## config.mk

```make
export PLATFORM = sky130hd
export DESIGN_NAME = pla_prog_plane
export DESIGN_NICKNAME = d
export VERILOG_FILES = /design/src/rtl/pla_pkg.sv /design/src/rtl/pla_row_store.sv /design/src/rtl/pla_prog_plane.sv
export SDC_FILE = /design/constraint.sdc
export NUM_CORES = 1
export LEC_CHECK = 0
export ABC_AREA = 1
export BUFFER_PORTS_ARGS = -buffer_cell sky130_fd_sc_hd__buf_2
export CAP_MARGIN = 20
export CORE_AREA = 2 2 81 83
export CTS_CLUSTER_DIAMETER = 40
export CTS_CLUSTER_SIZE = 25
export DETAILED_ROUTE_END_ITERATION = 12
export DIE_AREA = 0 0 83 85
export GPL_TIMING_DRIVEN = 0
export PLACE_DENSITY_LB_ADDON = 0.1
export RECOVER_POWER = 25
export SLEW_MARGIN = 20
export SYNTH_ARGS = -nofsm -noshare
export SYNTH_HDL_FRONTEND = slang
export SYNTH_HIERARCHICAL = 1
export SYNTH_SLANG_ARGS = --single-unit
```

## constraint.sdc

```tcl
create_clock -name clk -period 1.65 [get_ports clk]
set_input_delay 0.0825 -clock clk [delete_from_list [all_inputs] [get_ports clk]]
set_output_delay 0.0825 -clock clk [all_outputs]
set_load 0.05 [all_outputs]
```

## src/rtl/pla_pkg.sv

```systemverilog
// Shared types and helpers for the programmable AND-plane.
// Readback build option: PLA_PROG_PLANE_READBACK_EN.
package pla_pkg;

  localparam int NIN_DEF   = 7;
  localparam int NROWS_DEF = 3;
  localparam int MAX_W     = 64;

  typedef enum logic [1:0] {
    ST_EMPTY = 2'd0,
    ST_LOAD  = 2'd1,
    ST_ARMED = 2'd2
  } state_t;

  // Cared columns must equal the stored value; zero-extended operands.
  function automatic logic row_match(
    input logic [MAX_W-1:0] d,
    input logic [MAX_W-1:0] v,
    input logic [MAX_W-1:0] c
  );
    return ((d ^ v) & c) == '0;
  endfunction

endpackage

```

## src/rtl/pla_row_store.sv

```systemverilog
// NROWS x (care,val) register file with a single write port.
// PLA_PROG_PLANE_READBACK_EN adds a registered readback port.
module pla_row_store
  import pla_pkg::*;
#(
  parameter int NIN   = NIN_DEF,
  parameter int NROWS = NROWS_DEF,
  parameter int CW    = 1
) (
  input  logic                       clk,
  input  logic                       rst_n,
  input  logic                       we,
  input  logic [CW-1:0]              waddr,
  input  logic [NIN-1:0]             wcare,
  input  logic [NIN-1:0]             wval,
`ifdef PLA_PROG_PLANE_READBACK_EN
  input  logic [CW-1:0]              rd_row,
  output logic [NIN-1:0]             rd_care,
  output logic [NIN-1:0]             rd_val,
`endif
  output logic [NROWS-1:0][NIN-1:0]  care,
  output logic [NROWS-1:0][NIN-1:0]  val
);

  always_ff @(posedge clk or negedge rst_n) begin
    if (!rst_n) begin
      care <= '0;
      val  <= '0;
    end else if (we) begin
      care[waddr] <= wcare;
      val[waddr]  <= wval;
    end
  end

`ifdef PLA_PROG_PLANE_READBACK_EN
  always_ff @(posedge clk or negedge rst_n) begin
    if (!rst_n) begin
      rd_care <= '0;
      rd_val  <= '0;
    end else if (int'(rd_row) < NROWS) begin
      rd_care <= care[rd_row];
      rd_val  <= val[rd_row];
    end else begin
      rd_care <= '0;
      rd_val  <= '0;
    end
  end
`endif

endmodule

```

## src/rtl/pla_prog_plane.sv

```systemverilog
// Runtime-programmable AND-plane: streamed personality, 1-cycle evaluate.
// PLA_PROG_PLANE_READBACK_EN adds rd_row/rd_care/rd_val readback.
module pla_prog_plane
  import pla_pkg::*;
#(
  parameter int NIN   = NIN_DEF,
  parameter int NROWS = NROWS_DEF
) (
  input  logic                                       clk,
  input  logic                                       rst_n,
  input  logic                                       prog_start,
  input  logic                                       prog_valid,
  output logic                                       prog_ready,
  input  logic [NIN-1:0]                             prog_care,
  input  logic [NIN-1:0]                             prog_val,
  input  logic                                       in_valid,
  output logic                                       in_ready,
  input  logic [NIN-1:0]                             in_data,
  output logic                                       out_valid,
  output logic [NROWS-1:0]                           out_data,
`ifdef PLA_PROG_PLANE_READBACK_EN
  input  logic [((NROWS > 1) ? $clog2(NROWS) : 1)-1:0] rd_row,
  output logic [NIN-1:0]                             rd_care,
  output logic [NIN-1:0]                             rd_val,
`endif
  output logic                                       armed
);

  localparam int CW = (NROWS > 1) ? $clog2(NROWS) : 1;
  localparam logic [CW-1:0] LAST = CW'(NROWS - 1);

  state_t                     state;
  logic [CW-1:0]              row_cnt;
  logic [NROWS-1:0][NIN-1:0]  care;
  logic [NROWS-1:0][NIN-1:0]  val;
  logic [NROWS-1:0]           hit;
  logic                       wr_en;
  logic                       in_acc;

  // A row offered alongside prog_start is dropped by the restart.
  assign wr_en  = prog_valid & prog_ready & ~prog_start;
  assign in_acc = in_valid & in_ready;

  pla_row_store #(
    .NIN   (NIN),
    .NROWS (NROWS),
    .CW    (CW)
  ) u_store (
    .clk     (clk),
    .rst_n   (rst_n),
    .we      (wr_en),
    .waddr   (row_cnt),
    .wcare   (prog_care),
    .wval    (prog_val),
`ifdef PLA_PROG_PLANE_READBACK_EN
    .rd_row  (rd_row),
    .rd_care (rd_care),
    .rd_val  (rd_val),
`endif
    .care    (care),
    .val     (val)
  );

  always_ff @(posedge clk or negedge rst_n) begin
    if (!rst_n) begin
      state      <= ST_EMPTY;
      row_cnt    <= '0;
      prog_ready <= 1'b0;
      in_ready   <= 1'b0;
      armed      <= 1'b0;
    end else if (prog_start) begin
      state      <= ST_LOAD;
      row_cnt    <= '0;
      prog_ready <= 1'b1;
      in_ready   <= 1'b0;
      armed      <= 1'b0;
    end else begin
      unique case (state)
        ST_LOAD: begin
          if (wr_en) begin
            if (row_cnt == LAST) begin
              state      <= ST_ARMED;
              row_cnt    <= '0;
              prog_ready <= 1'b0;
              in_ready   <= 1'b1;
              armed      <= 1'b1;
            end else begin
              row_cnt <= row_cnt + 1'b1;
            end
          end
        end
        ST_EMPTY, ST_ARMED: ;
        default: state <= ST_EMPTY;
      endcase
    end
  end

  // Row r lands on out_data[NROWS-1-r].
  always_comb begin
    hit = '0;
    for (int r = 0; r < NROWS; r++) begin
      hit[NROWS-1-r] = row_match(MAX_W'(in_data),
                                 MAX_W'(val[r]),
                                 MAX_W'(care[r]));
    end
  end

  always_ff @(posedge clk or negedge rst_n) begin
    if (!rst_n) begin
      out_valid <= 1'b0;
      out_data  <= '0;
    end else begin
      out_valid <= in_acc;
      if (in_acc) out_data <= hit;
    end
  end

endmodule

```

After elaboration in Yosys (flattened, before gate mapping)
Index checks and enable logic that the tools add are counted.
W data, S select, Z words.

storage, ports and cells
  register bits = 52
  logic and storage cells = 63
  output and inout bits = 7

operators by class
  eq/ne operators = 6
  reductions and logical operators = 12
  add/subtract/negate cells = 1
  bitwise logic cells = 10
  order comparisons = 2
  muxes and demuxes = 20

operators by type and width
  kind                   count
  $logic_not A64 Y1      3
  $bwmux W21             2
  $and A7 B7 Y7          3
  $xor A7 B7 Y7          3
  $demux W7 S2           1
  $mux W2                7
  $mux W1                8
  $mux W7                1
  $reduce_and A3 Y1      2
  $reduce_bool A2 Y1     3
  $eq A2 B2 Y1 const B   2
  $pmux W2 S2            1
  $and A1 B1 Y1          3
  $lt A2 B3 Y1 const B   1
  $ne A3 B2 Y1 const B   1
  $ne A3 B3 Y1 const B   1
  $add A2 B1 Y2 const B  1
  $eq A2 B1 Y1 const B   1
  $ge A2 B1 Y1 const B   1
  $logic_not A2 Y1       1
  $ne A2 B2 Y1 const B   1
  $reduce_and A2 Y1      1
  $reduce_or A2 Y1       1
  $logic_and A1 B1 Y1    1
  $not A1 Y1             1

Depth between registers and ports, before layout
Gate-level depths: netlist of run 1.

  word-level depth = 5
  gate-level depth with buffers = 7
  gate-level depth less buffers = 7

By module
Netlist of run 1, hierarchy kept.

by module, submodules not included
  module          cells an instance  sequential area each (um^2)  area an instance (um^2)  instances
  pla_row_store   189                1051.0                       1801.7                   1
  pla_prog_plane  159                250.2                        874.6                    1

Worst setup path after synthesis of run 1
OpenSTA, ideal clock, no wires.

  path type = register to register
  start point = reg prog_ready
  end point = reg u_store/val[10] (netlist bit)
  clock period less this slack = 1.492 ns
  cell stages (with the launch flop) = 8
  setup slack = 0.158 ns
  arrival = 1.375 ns
  library setup time = 0.117 ns
  data required time = 1.533 ns
  cell sequence = dfrtp_1 -> nand2_1 -> nor2_1 -> buf_4 -> nand3_4 -> buf_6 -> nand2_1 -> nand2_1

on the way
  longest elaborated chain between the ends = 2

ends and longest elaborated chain
  element                        line                  source
  start, declared                pla_prog_plane.sv:13  output logic prog_ready,
  start signal, assigned         pla_prog_plane.sv:68  prog_ready <= 1'b0;
  start signal, assigned         pla_prog_plane.sv:74  prog_ready <= 1'b1;
  start signal, assigned         pla_prog_plane.sv:84  prog_ready <= 1'b0;
  $and A1 B1 Y1 (2 in a row)     pla_prog_plane.sv:41  assign wr_en = prog_valid & prog_ready & ~prog_start;
  net wr_en                      pla_prog_plane.sv:37  logic wr_en;
  end signal, assigned by index  pla_row_store.sv:31   val[waddr] <= wval;
  end, declared                  pla_row_store.sv:22   output logic [NROWS-1:0][NIN-1:0] val

The timed path passes the listed nets, and every way through them passes these cells.
A chain may end at the register's enable or synchronous reset.

Worst setup path in the final report of run 1
  start point = reg prog_ready
  end point = reg u_store/care[5] (netlist bit)

on the way
  longest elaborated chain between the ends = 2

ends and longest elaborated chain
  element                        line                  source
  $and A1 B1 Y1 (2 in a row)     pla_prog_plane.sv:41
  net wr_en                      pla_prog_plane.sv:37
  end signal, assigned by index  pla_row_store.sv:30   care[waddr] <= wcare;
  end, declared                  pla_row_store.sv:21   output logic [NROWS-1:0][NIN-1:0] care,

The timed path passes the listed nets, and every way through them passes these cells.

==> results of run 1 <==
-- Yosys cell counts --
| master | instances | area share |
|---|---|---|
| nand3b_1 | 1 | 0.0028 |
| nand4_1 | 28 | 0.065 |
| nor2_8 | 1 | 0.0075 |
| dfrtp_1 | 52 | 0.49 |
| clkinv_1 | 1 | 0.0014 |
| nor2_1 | 7 | 0.0098 |
| o21ai_0 | 3 | 0.0056 |
| nand2_1 | 153 | 0.21 |
| buf_4 | 5 | 0.014 |
| nand4_2 | 1 | 0.0047 |
| a21oi_1 | 2 | 0.0037 |
| nand2_4 | 1 | 0.0042 |
| buf_6 | 5 | 0.021 |
| nand3_2 | 1 | 0.0037 |
| o21ai_1 | 2 | 0.0037 |
| inv_2 | 3 | 0.0042 |
| nand3_1 | 37 | 0.069 |
| nand3_4 | 2 | 0.013 |
| a21oi_2 | 1 | 0.0033 |
| buf_2 | 6 | 0.011 |
| inv_1 | 36 | 0.050 |
-- per-layer routing --
layer  routed length, µm  global-route usage
met1                3180               0.284
met2                2920               0.304
met3                 283              0.0399
met4                 129              0.0611
met5                   0                   0
-- sequential cells by signal, indices dropped and copies added, names as in the netlist --
signal and flops:
u_store/val 21, row_cnt 2, out_valid 1, out_data 3, state 2, u_store/care 21
prog_ready 1, armed 1
-- placed cells by master, fill, tap and decap left out --
cell type / count
o21ai_1: 2
buf_2: 38
nand3_1: 37
o21ai_0: 3
inv_1: 36
a21oi_1: 2
nand3b_1: 1
nand3_2: 1
buf_6: 5
clkbuf_8: 7
a21oi_2: 1
dlygate4sd3_1: 1
inv_2: 3
nor2_1: 7
nand4_1: 28
clkinv_1: 1
dfrtp_1: 52
nand2_1: 153
buf_4: 5
nand3_4: 2
nand2_4: 1
nor2_8: 1
nand4_2: 1
-- area by class of cell --
cell class | instances | area [µm²] | share of cell area
sequential | 52 | 1300 | 0.428
inverter | 40 | 150 | 0.0494
buffer | 16 | 124 | 0.0408
multi-input combinational | 240 | 1100 | 0.362
tap | 77 | 96.3 | 0.0317
clock buffer | 7 | 96.3 | 0.0317
timing repair buffer | 33 | 170 | 0.0560
-- where the power goes --
group	leakage (nW)	internal, W	switching (W)
logic	0.969	0.000358	0.000690
clock network	0.0503	0.000374	0.000393
registers	0.665	0.00161	0.000226
-- worst max-delay path by stage --
| stage | cells after the start | startpoint | endpoint | slack, ns |
|---|---|---|---|---|
| 2_1_floorplan | 7 | prog_ready | u_store/val[10] | 0.16 |
| 3_3_place_gp | 6 | prog_ready | u_store/care[5] | 0.31 |
| 3_5_place_dp | 6 | prog_ready | u_store/care[5] | 0.30 |
| 4_1_cts | 6 | prog_ready | u_store/care[5] | 0.28 |
| 5_1_grt | 2 | rst_n | prog_ready | 0.11 |
| 6_report | 6 | prog_ready | u_store/care[5] | 0.28 |
-- worst min-delay path: stages --
cell and delay, ns:
buf_2 0.10, nand3_1 0.07, nand2_1 0.06
-- logic make-up (layout without fill, tap and decap cells) --
group	Yosys count	in the layout
AND/OR/NAND/NOR	232	232
buffers and inverters	56	96
flip-flops	52	52
AO/OA/AOI/OAI	8	8
-- metrics by stage --
stage                     cell area, µm²  setup WS (ns)   util  total power [W]
after CTS                           3040          0.278  0.490          0.00370
after global placement              2930          0.306  0.473          0.00289
after global routing                3040          0.114  0.490          0.00394
final                               3040          0.278  0.490          0.00365
after detailed placement            2940          0.302  0.473          0.00291
after floorplan                     2680          0.158      -          0.00258
==> metrics.yaml, run 1 <==
routing:
  vias: 2283
  dr.first_iter.drc_count: 140
  vias_per_cell: 4.91
  detail_route.wl_per_cell_um: 14.0
  drtAntennaViolNets: 0
  dr.pass1.iters: 4
  route.detailed.drc: 0
  drt-total-wl_um: 6510
grt:
  grt_usage: 0.198
  grt_pass1_vias: 2169
  grt_start_max_net_pins: 53
  grt.overflow.total: 0
  grt_pass1_wl_um: 11000
  antenna_found_initial: 0
final_layout:
  fillCellCount: 643
  areaGrowthSynthToFinish_pct: 13.6
  final_layout_size_suffix_gt1_frac: 0.168
  fin_cells: 465
  layout.nets: 414
  diodes: 0
timing:
  period_needed_ns: 1.37
  period_share: 0.831
  setup_viol: 0
  skew_ns: 0.00309
  rsz0062_at_grt: "no"
  slew_headroom: 0.232
  hold_viol: 0
  worst_slew_pin_slew_ns: 1.15
  slew_viol_final: 0
  tns_ns: 0
  timing.fmax_mhz: 729
  whs_ns: 0.0470
worst_setup_path:
  cpMostUsedCell: "nand2_1"
  worstPathCellList: "nand2_1 -> nor2_1 -> buf_4 -> buf_2 -> nand3_1 -> nand2_1"
  worst-r2r-setup-slack_ns: 0.28
  crit_path_end_kind: "flop"
  crit_arrival_ns: 1.62
  critPathLaunchType: "flop"
  cp_max_fo: 10
  reg2reg_depth: 6
  timing.rr.end: "u_store/care[5]"
  r2r-start: "prog_ready"
  critical_path.top_delay_family: "buffers and inverters"
  critical_path_required_ns: 1.89
  worst-path-buf-inv: 2
  path_class: "flop to flop"
  critical_path.slowest_cell: "dfrtp_1"
  slowest_delay_ns: 0.40
hold_path:
  min_path_cells: 3
  holdPathEnd: "u_store/val[4]"
  min_from: "prog_val[4]"
  min_path_type: "input port to flop"
die:
  rows: 29
  core-area_um2: 6200
  io_pins: 33
  dieArea_um2: 7060
  start_util: 0.431
  die_h_um: 85
  die_w_um: 83
yosys:
  synth_area_um2: 2680
  synthMuxAreaShare: 0
  synth-xor-area-share: 0
  synth_fa_ha_area_frac: 0
  synth_compound_area_frac: 0.0164
  yosysWarnings: 6
  ys_ff_latch: 52
  synth_top_family_by_area: "simple AND/OR/NAND/NOR gates"
  synthCells: 348
  yosys.area_share.simple: 0.395
  ys_seq_area_frac: 0.486
  syn_nets: 374
  ys_types: 21
  postSynthAreaPerCell_um2: 7.69
flow_run:
  drv_cap: 0
place:
  io_buffers: 32
  hpwl_um: 4610
  dp_cells: 457
  gp_congestion: 0.784
cts:
  cts_resized: 0
  worst_skew_pair.late_latency_ns: 0.30
  clock_sinks: 52
  clockRootBuffer: "clkbuf_8"
  h-tree-depth: 2
  clkTransAtPathRegs_ns: 0.09
  clockBufferDepth: 2
  cts_hold_buf: 1
  cts_tree: "built"
  numCtsBuffers: 5
  postCtsSetupRepairBufs: 0
power:
  leakage_nw: 1.68
  power_density_nw_per_um2: 1200
  worst_ir_drop_vdd_uv: 453
run_status:
  outcome: "complete, no violations"
Power figures use the tool's default switching activity.
==> run 2, diff against run 1 <==
==> constraint.sdc (replaced) <==
create_clock -name clk -period 1.3 [get_ports clk]
set_input_delay 0.065 -clock clk [delete_from_list [all_inputs] [get_ports clk]]
set_output_delay 0.065 -clock clk [all_outputs]
set_load 0.05 [all_outputs]
==> metrics.yaml, run 2 (synthesis gave the netlist of run 1 again) <==
die:
  io_pins: 33
  start_util: 0.431
  die_h_um: 85
  die_w_um: 83
  rows: 29
  dieArea_um2: 7060
  core-area_um2: 6200
timing:
  setup_viol: 0
  whs_ns: 0.0290
  skew_ns: 0.00282
  slew_headroom: 0.511
  hold_viol: 0
  worst_slew_pin_slew_ns: 0.734
  period_share: 0.948
  timing.fmax_mhz: 811
  rsz0062_at_grt: "no"
  period_needed_ns: 1.23
  slew_viol_final: 0
final_layout:
  areaGrowthSynthToFinish_pct: 14.6
  reg_top3: "u_store/care x21, u_store/val x21, out_data x3"
  mostFrequentLayoutCell: "nand2_1"
  final_cell_mix: "nand2_1, dfrtp_1, nand3_1"
  layout.nets: 416
  diodes: 0
  final_layout_size_suffix_gt1_frac: 0.176
hold_path:
  min_path_type: "input port to flop"
place:
  gp_congestion: 0.816
  hpwl_um: 4680
  io_buffers: 32
grt:
  grt_pass1_vias: 2187
  grt.overflow.total: 0
  grt_usage: 0.202
  grt_pass1_wl_um: 11200
  antenna_found_initial: 0
  grt_start_max_net_pins: 53
worst_setup_path:
  critPathLaunchType: "flop"
  critical_path.slowest_cell: "dfrtp_1"
  path_class: "flop to flop"
  cp_max_fo: 10
  cp-startpoint: "row_cnt[1]"
  crit_arrival_ns: 1.43
  reg2reg_depth: 6
  worst-r2r-setup-slack_ns: 0.07
  timing.rr.end: "u_store/care[3]"
  worstPathCellList: "buf_6 -> nor2_8 -> nand2_4 -> buf_6 -> nand2_1 -> nand2_1"
  slowest_delay_ns: 0.44
  r2r-start: "row_cnt[1]"
  crit_path_end_kind: "flop"
  endpoint: "u_store/care[3]"
  critical_path_required_ns: 1.50
power:
  worst_ir_drop_vdd_uv: 775
  leakage_nw: 1.69
  p_total_w: 0.00463
  power_density_nw_per_um2: 1510
cts:
  clock_sinks: 52
  cts_tree: "built"
  numCtsBuffers: 5
  clkTransAtPathRegs_ns: 0.09
  clockRootBuffer: "clkbuf_8"
  h-tree-depth: 2
  worst_skew_pair.late_latency_ns: 0.30
  clockBufferDepth: 2
routing:
  detail_route.wl_per_cell_um: 14.4
  route.detailed.drc: 0
  vias_per_cell: 4.98
  dr.pass1.iters: 4
  vias: 2331
  drt-total-wl_um: 6720
  drtAntennaViolNets: 0
  dr.first_iter.drc_count: 124
flow_run:
  drv_cap: 0
run_status:
  outcome: "complete, no violations"
## run 2: layer usage
layer | up-vias | wire length [µm] | global-route usage
li1 | 1190 | - | -
met3 | 4 | 373 | 0.0360
met2 | 55 | 3170 | 0.317
met5 | - | 0 | 0
met4 | 0 | 46 | 0.0551
met1 | 1082 | 3130 | 0.290
## run 2: how the worst min path moves through the flow
stage          depth (start not counted)        endpoint         from  slack (ns)
6_report                               3  u_store/val[3]  prog_val[3]        0.03
5_1_grt                                3  u_store/val[9]  prog_val[2]        0.01
4_1_cts                                3  u_store/val[5]  prog_val[5]        0.02
3_5_place_dp                           1  u_store/val[0]        rst_n        0.15
3_3_place_gp                           3  u_store/val[3]  prog_val[3]        0.34
2_1_floorplan                          0           armed        rst_n       -0.23
## run 2: repair_timing
item | 4_1_cts | 5_1_grt
hold buffers | 1 | 0
buffers inserted | 0 | 1
hold endpoints to repair | 52 | 0
gates resized for setup | 4 | 2
cloned | 0 | 1
endpoints found under the setup margin | 34 | 32
## run 2: layout make-up
class / instances / area (µm²)
fillers: 631 / 3140
plain buffers: 16 / 138
inverters: 40 / 150
well taps: 77 / 96.3
clock buffers: 8 / 90.1
repair buffers: 35 / 185
multi-input cells: 240 / 1110
flip-flops and latches: 52 / 1300
## run 2: report_power, final
group	internal (W)	leakage (nW)	total, W	switching [W]
clock	0.000436	0.0455	0.000962	0.000526
combinational	0.000468	0.981	0.00135	0.000883
sequential	0.00204	0.664	0.00232	0.000280
total	0.00294	1.69	0.00463	0.00169
## run 2: through the flow
stage | cell area [µm²] | utilization | worst slack, ns | setup TNS, ns | instances
6_report | 3070 | 0.494 | 0.0670 | 0 | 468
5_1_grt | 3070 | 0.494 | 0.00611 | 0 | 468
4_1_cts | 3050 | 0.491 | 0.0162 | 0 | 466
3_5_place_dp | 2940 | 0.474 | -0.0165 | -0.0567 | 457
3_3_place_gp | 2940 | 0.473 | -0.0102 | -0.0277 | 457
2_1_floorplan | 2680 | - | -0.00553 | -0.108 | 348
## run 2: critical path: cells and delay by family, from the launching register on
| family | cells | cell delay (ns) |
|---|---|---|
| buffers and inverters | 2 | 0.33 |
| DFF | 1 | 0.44 |
| and+or+nand+nor | 4 | 0.36 |
